===== config.mk =====
export PLATFORM = sky130hd
export DESIGN_NAME = led_seq_ctrl
export DESIGN_NICKNAME = d
export VERILOG_FILES = /design/src/rtl/led_seq_ctrl.sv
export SDC_FILE = /design/constraint.sdc
export NUM_CORES = 1
export LEC_CHECK = 0
export ABC_AREA = 1
export BUFFER_PORTS_ARGS = -buffer_cell sky130_fd_sc_hd__buf_2
export CAP_MARGIN = 15
export CORE_UTILIZATION = 43
export CTS_BUF_LIST = sky130_fd_sc_hd__clkbuf_8
export DETAILED_ROUTE_END_ITERATION = 8
export PLACE_DENSITY_LB_ADDON = 0.25
export SLEW_MARGIN = 20
export SYNTH_ARGS = -nofsm -noshare
export SYNTH_HDL_FRONTEND = slang
export SYNTH_SLANG_ARGS = --single-unit

===== constraint.sdc =====
create_clock -name clk -period 1.5 [get_ports clk]
set_input_delay 0.15 -clock clk [delete_from_list [all_inputs] [get_ports clk]]
set_output_delay 0.15 -clock clk [all_outputs]
set_load 0.005 [all_outputs]

===== src/rtl/led_seq_ctrl.sv =====
// Command-driven LED pattern sequencer: IDLE -> RUN (steps a pattern for N passes) -> DONE pulse.
// Optional pause/freeze input is enabled by defining LED_SEQ_PAUSE_EN.
module led_seq_ctrl #(
    parameter int TICK_DIV = 5,
    parameter int CNT_W    = 16
) (
    input  logic       clk,
    input  logic       rst,
    input  logic       cmd_valid,
    output logic       cmd_ready,
    input  logic [1:0] cmd_mode,
    input  logic [3:0] cmd_reps,
    input  logic       stop,
`ifdef LED_SEQ_PAUSE_EN
    input  logic       pause,
`endif
    output logic [3:0] led,
    output logic       busy,
    output logic       done
);

    typedef enum logic [1:0] {S_IDLE, S_RUN, S_DONE} state_t;

    localparam logic [CNT_W-1:0] LP_TICK_LAST = CNT_W'(TICK_DIV - 1);

    state_t           r_state;
    state_t           w_state_nxt;
    logic [CNT_W-1:0] r_presc;
    logic [CNT_W-1:0] w_presc_nxt;
    logic [1:0]       r_step;
    logic [1:0]       w_step_nxt;
    logic [1:0]       w_step_inc;
    logic [3:0]       r_pass;
    logic [3:0]       w_pass_nxt;
    logic [3:0]       w_pass_inc;
    logic [1:0]       r_mode;
    logic [3:0]       r_reps;
    logic [3:0]       r_led;
    logic [3:0]       w_led_nxt;
    logic             w_tick_end;
    logic             w_pass_end;
    logic             w_last_pass;
    logic             w_hold;
    logic             w_accept;

    function automatic logic [3:0] f_pattern(input logic [1:0] mode, input logic [1:0] step);
        logic [3:0] pat;
        case (mode)
            2'd0:    pat = 4'b0001 << step;
            2'd1:    pat = 4'b1000 >> step;
            2'd2:    pat = step[0] ? 4'b0000 : 4'b1111;
            default: pat = 4'b1111 >> (2'd3 - step);
        endcase
        return pat;
    endfunction

`ifdef LED_SEQ_PAUSE_EN
    assign w_hold = pause;
`else
    assign w_hold = 1'b0;
`endif

    assign w_accept    = (r_state == S_IDLE) && cmd_valid;
    assign w_tick_end  = (r_presc == LP_TICK_LAST);
    assign w_step_inc  = r_step + 2'd1;
    assign w_pass_inc  = r_pass + 4'd1;
    assign w_pass_end  = w_tick_end && (r_step == 2'd3);
    // reps == 0 means continuous, so the pass counter never reaches a finish.
    assign w_last_pass = (r_reps != 4'd0) && (w_pass_inc == r_reps);

    always_comb begin
        w_state_nxt = r_state;
        w_presc_nxt = r_presc;
        w_step_nxt  = r_step;
        w_pass_nxt  = r_pass;
        w_led_nxt   = r_led;
        case (r_state)
            S_IDLE: begin
                w_led_nxt = 4'b0000;
                if (cmd_valid) begin
                    w_state_nxt = S_RUN;
                    w_presc_nxt = '0;
                    w_step_nxt  = 2'd0;
                    w_pass_nxt  = 4'd0;
                    w_led_nxt   = f_pattern(cmd_mode, 2'd0);
                end
            end
            S_RUN: begin
                if (stop) begin
                    w_state_nxt = S_DONE;
                    w_led_nxt   = 4'b0000;
                end else if (!w_hold) begin
                    if (!w_tick_end) begin
                        w_presc_nxt = r_presc + 1'b1;
                    end else if (w_pass_end && w_last_pass) begin
                        w_presc_nxt = '0;
                        w_state_nxt = S_DONE;
                        w_led_nxt   = 4'b0000;
                    end else begin
                        w_presc_nxt = '0;
                        w_step_nxt  = w_step_inc;
                        w_led_nxt   = f_pattern(r_mode, w_step_inc);
                        if (w_pass_end && (r_reps != 4'd0))
                            w_pass_nxt = w_pass_inc;
                    end
                end
            end
            S_DONE: begin
                w_state_nxt = S_IDLE;
                w_led_nxt   = 4'b0000;
            end
            default: begin
                w_state_nxt = S_IDLE;
                w_led_nxt   = 4'b0000;
            end
        endcase
    end

    always_ff @(posedge clk) begin
        if (rst) begin
            r_state <= S_IDLE;
            r_presc <= '0;
            r_step  <= 2'd0;
            r_pass  <= 4'd0;
            r_led   <= 4'b0000;
        end else begin
            r_state <= w_state_nxt;
            r_presc <= w_presc_nxt;
            r_step  <= w_step_nxt;
            r_pass  <= w_pass_nxt;
            r_led   <= w_led_nxt;
        end
    end

    // Command fields only change on a handshake, so they need no reset.
    always_ff @(posedge clk) begin
        if (w_accept) begin
            r_mode <= cmd_mode;
            r_reps <= cmd_reps;
        end
    end

    assign cmd_ready = (r_state == S_IDLE);
    assign busy      = (r_state == S_RUN);
    assign done      = (r_state == S_DONE);
    assign led       = r_led;

endmodule

Yosys cells after proc, flatten, opt, wreduce, memory -nomap -nowiden:

Index checks and enable logic that the tools add are counted.

* output and inout bits: 7
* input bits: 10
* flip-flop bits (word level): 34
* logic and storage cells: 71

* eq/ne operators: 16
* reduce and logical (&&, ||, !) cells: 13
* shift operators: 3
* $add $sub $neg: 4
* mux-type cells: 28

Operators with widths (count)
* $mux W16: 3
* $mux W4: 10
* $pmux W16 S2: 1
* $pmux W4 S2: 3
* $add A16 B1 Y16 const B: 1
* $eq A16 B3 Y1 const B: 1
* $mux W2: 8
* $pmux W4 S3: 1
* $eq A2 B2 Y1 const B: 4
* $pmux W2 S2: 2
* $shr A4 B2 Y4 const A: 2
* $eq A2 B1 Y1 const B: 3
* $ne A2 B2 Y1 const B: 3
* $ne A3 B2 Y1 const B: 2
* $reduce_and A3 Y1: 2
* $reduce_and A6 Y1: 1
* $logic_and A1 B1 Y1: 5
* $reduce_and A5 Y1: 1
* $add A4 B1 Y4 const B: 1
* $eq A4 B4 Y1: 1
* $logic_not A2 Y1: 2
* $ne A2 B1 Y1 const B: 2
* $reduce_bool A4 Y1: 1
* $shl A1 B2 Y4 const A: 1
* 3 further kinds: 3

Logic depth before layout (Yosys ltp):

* word-level depth: 8
* gate-level depth with buffers: 13
* depth with buffers taken out: 13

Worst setup path before layout:

Ideal clock, no wire load.

* path kind: register to register
* start point: register r_pass[0]
* end point: register r_step[1]
* library setup time: 0.113 ns
* period minus slack after synthesis: 1.562 ns
* arrival: 1.449 ns
* cell stages (with the launch flop): 10
* slack: -0.062 ns
* path buffers: 0
* required time: 1.387 ns
* cells stage by stage: dfxtp_1 -> ha_1 -> xnor2_1 -> nand2_1 -> nor2_1 -> nand4_2 -> nand2_1 -> inv_1 -> nor2_1 -> nor2_1

* longest elaborated chain between the ends: 6

Ends and longest elaborated chain
* from (decl): line 33 `logic [3:0] r_pass;`
* from (signal assigned): line 130 `r_pass <= w_pass_nxt;`
* $add A4 B1 Y4: line 66 `assign w_pass_inc = r_pass + 4'd1;`
* $eq A4 B4 Y1: line 69 `assign w_last_pass = (r_reps != 4'd0) && (w_pass_inc == r_reps);`
* $logic_and A1 B1 Y1: line 69
* $logic_and A1 B1 Y1: line 95 `end else if (w_pass_end && w_last_pass) begin`
* $ne A2 B2 Y1 (no source line)
* $reduce_and A5 Y1 (no source line)
* to (signal assigned): line 129 `r_step <= w_step_nxt;`
* to (decl): line 30 `logic [1:0] r_step;`

Every way passes these cells.
A chain may end at the register's enable or synchronous reset.

Worst setup path in the final report:

* start point: register r_presc[0]
* end point: register r_pass[3]

* longest elaborated chain between the ends: 5
* elaborated cells on any way between the ends: 8
* those cells by class: eq/ne: 4; reduce/logical: 4

Ends and longest elaborated chain
* from (decl): line 28 `logic [CNT_W-1:0] r_presc;`
* from (signal assigned): line 128 `r_presc <= w_presc_nxt;`
* $eq A16 B3 Y1 *: line 64 `assign w_tick_end = (r_presc == LP_TICK_LAST);`
* $logic_and A1 B1 Y1: line 67 `assign w_pass_end = w_tick_end && (r_step == 2'd3);`
* $logic_and A1 B1 Y1, on equally long branches: line 103, 95
* $ne A2 B1 Y1 (no source line) or $ne A2 B2 Y1 (tied branches)
* $reduce_and A6 Y1 (no source line) *

Mark *: on every way between the ends. The rest lies on a longest branch, timed or not.

==> results.yml <==
outcome:
  outcome: "complete, but fails checks"
  violations: "negative setup slack"
grt:
  grt_overflow: 0
  grt_max_degree: 12
  grt_usage: 0.206
  first_global_vias: 1904
  grt_antenna_before_repair: 0
  grt_pass1_wl_mm: 8.02
timing:
  finalCritPeriodShare: 1.06
  hold_viol: 0
  rsz0062_at_grt: "yes"
  slew_violations: 0
  worst_slew_pin_slew_ns: 0.471
  finClkSkew_ns: 0.00480
  hold_slack_ns: 0.0292
  fin_ws_ns: -0.0842
  min_period_ns: 1.58
  slew_headroom: 0.685
  setup_viol_count_final: 4
  fmax_mhz: 631
synth:
  async_flop_share: 0
  yosys_most_used_dff: "dfxtp_1"
  syn_area_sq_um: 1960
  synth_edf_count: 6
  ys_ff_latch: 34
  syn_avg_cell_area_sq_um: 6.91
  synth_cells: 283
  synth-seq-area-share: 0.379
  syn-num-nets: 303
  ys_types: 30
  synth_warnings: 0
route:
  vias_per_cell: 5.03
  dr.pass1.iters: 4
  wl_per_cell_um: 11.4
  drt-initial-drc-count: 104
  antenna_left: 0
  drc_errors: 0
  routed_wirelength_mm: 4.54
  num_vias: 2001
run:
  drv_cap: 0
placed_design:
  portBuffers: 16
  dp.final_hpwl_mm: 3.22
  gp_congestion: 0.828
  pre_cts_slack_ns: -0.137
die:
  die_h_um: 69.5
  pin_count: 17
  die-area_sq_um: 4820
  fp.dieW_um: 69.5
  start_util: 0.449
  fp-row-count: 24
  coreArea_sq_um: 4350
worst_hold_path:
  min_path_type: "input port to flop"
clock_network:
  cts.path.max_buffers: 2
  ctsHtreeMaxLevel: 2
  cts_tree: "yes"
  clock_latency_ns: 0.29
  cts_root_buf: "clkbuf_8"
  clk_pin_slew_ns: 0.07
  clkSinkCount: 34
  cts_buffers: 5
worst_setup_path:
  arrival_ns: 1.81
  worstSetupPathType: "flop to flop"
  path_max_fanout: 5
  crit_path_start_kind: "flop"
  endpoint_kind: "flop"
  required_ns: 1.73
layout:
  nets: 365
  finish.utilization: 0.646
  drive_gt1_frac: 0.413
  n_antenna_cell: 0
  syn2layout_area_growth_pct: 43.7
pwr:
  power_leakage_uw: 0.00124
  ir_drop_uv: 654
  cellPowerDensity_nw_per_um2: 804
-- synthesized netlist by cell type (2+ instances only) --
library cell | count | area (sq um)
inv_2 | 2 | 7.51
nor2_1 | 39 | 146
xor2_1 | 3 | 26.3
a21oi_1 | 12 | 60.1
nand4_1 | 8 | 50.1
inv_1 | 42 | 158
nor3_1 | 2 | 10.0
dfxtp_1 | 28 | 561
o21ai_0 | 7 | 35.0
or2_2 | 3 | 18.8
nand3_1 | 22 | 110
and3_1 | 2 | 12.5
edfxtp_1 | 6 | 180
nand2_1 | 76 | 285
nand2_2 | 3 | 18.8
nor2_2 | 3 | 18.8
a211oi_1 | 3 | 22.5
ha_1 | 10 | 125
-- what timing repair did --
item	4_1_cts	5_1_grt
hold buffers	0	0
resized for setup	27	58
setup endpoints to repair	20	28
buffers inserted	2	2
pin swaps	16	24
-- path summary, 6_finish.rpt --
kind | start | endpoint | slack (ns) | depth (start not counted)
max | r_presc[0]$_SDFFE_PP0P_ | r_pass[3]$_SDFFE_PP0P_ | -0.08 | 11
max reg2reg | r_presc[0]$_SDFFE_PP0P_ | r_pass[3]$_SDFFE_PP0P_ | -0.08 | 11
min | cmd_reps[2] | r_reps[2]$_DFFE_PP_ | 0.03 | 1
min reg2reg | r_presc[5]$_SDFFE_PP0P_ | r_presc[5]$_SDFFE_PP0P_ | 0.46 | 1
-- flip-flops by register name, indices dropped and copies added (netlist names) --
register  flops
r_presc      16
r_step        2
r_mode        2
r_reps        4
led           4
r_pass        4
r_state       2
-- where the power goes --
part           internal [uW]  total, uW  switching (uW)  leakage [uW]
logic                    227        516             288      0.000899
clock network            370        735             364     0.0000515
registers                975       1010            36.9      0.000289
-- cell usage in the layout (no fill, tap or decap), types with 8 or more instances in the layout --
cell and n:
inv_2 10, dfxtp_1 19, nor2_1 28, dfxtp_2 9, nor2_4 9, buf_2 16
buf_6 8, buf_4 33, nand2_1 63, nand3_1 13, nand2_2 14, inv_1 32
a21oi_1 10, nand4_1 8
-- metal layers --
| layer | vias to the layer above | part of all wire | wire, um | global-route usage |
|---|---|---|---|---|
| met4 | 0 | 0.023 | 103 | 0.0862 |
| met3 | 10 | 0.032 | 146 | 0.0407 |
| met5 | - | 0 | 0 | 0 |
| li1 | 1026 | - | - | - |
| met1 | 932 | 0.45 | 2030 | 0.249 |
| met2 | 33 | 0.50 | 2260 | 0.354 |
-- through the flow --
step	instances	TNS [ns]	area [sq um]	total power (uW)
after detailed placement	386	-1.25	2380	1440
after global routing	398	-1.53	2810	2380
final	398	-0.159	2810	2260
after floorplan	283	0	1970	1280
after global placement	386	-0.852	2380	1440
after CTS	396	-0.201	2620	2220
-- final cells by class --
| cell class | count | area [sq um] |
|---|---|---|
| clock buffers | 6 | 82.6 |
| flip-flops and latches | 34 | 752 |
| fillers | 350 | 1540 |
| multi-input cells | 203 | 1310 |
| clock inverters | 2 | 11.3 |
| inverters | 44 | 171 |
| repair buffers | 57 | 418 |
| well taps | 52 | 65.1 |
-- kinds of logic (layout without fill, tap and decap cells) --
logic type | count (synthesis) | count (layout) | synth area share
compound gates | 27 | 27 | 0.0902
xor+xnor | 4 | 4 | 0.0179
fa+ha+maj | 10 | 10 | 0.0639
buf+inv | 46 | 109 | 0.0902
flops | 34 | 34 | 0.379
simple gates | 162 | 162 | 0.359
-- worst max-delay path, cell delays in order, from the launching register on --
cell and delay (ns):
dfxtp_2 0.33, inv_2 0.07, ha_4 0.14, nand3_4 0.06, nor2_4 0.10, nand2_4 0.09, nor2_4 0.17, nand4_4 0.15
buf_6 0.15, nand4_1 0.07, nand2_1 0.07, nor2_1 0.11
Power figures use the tool's default switching activity.
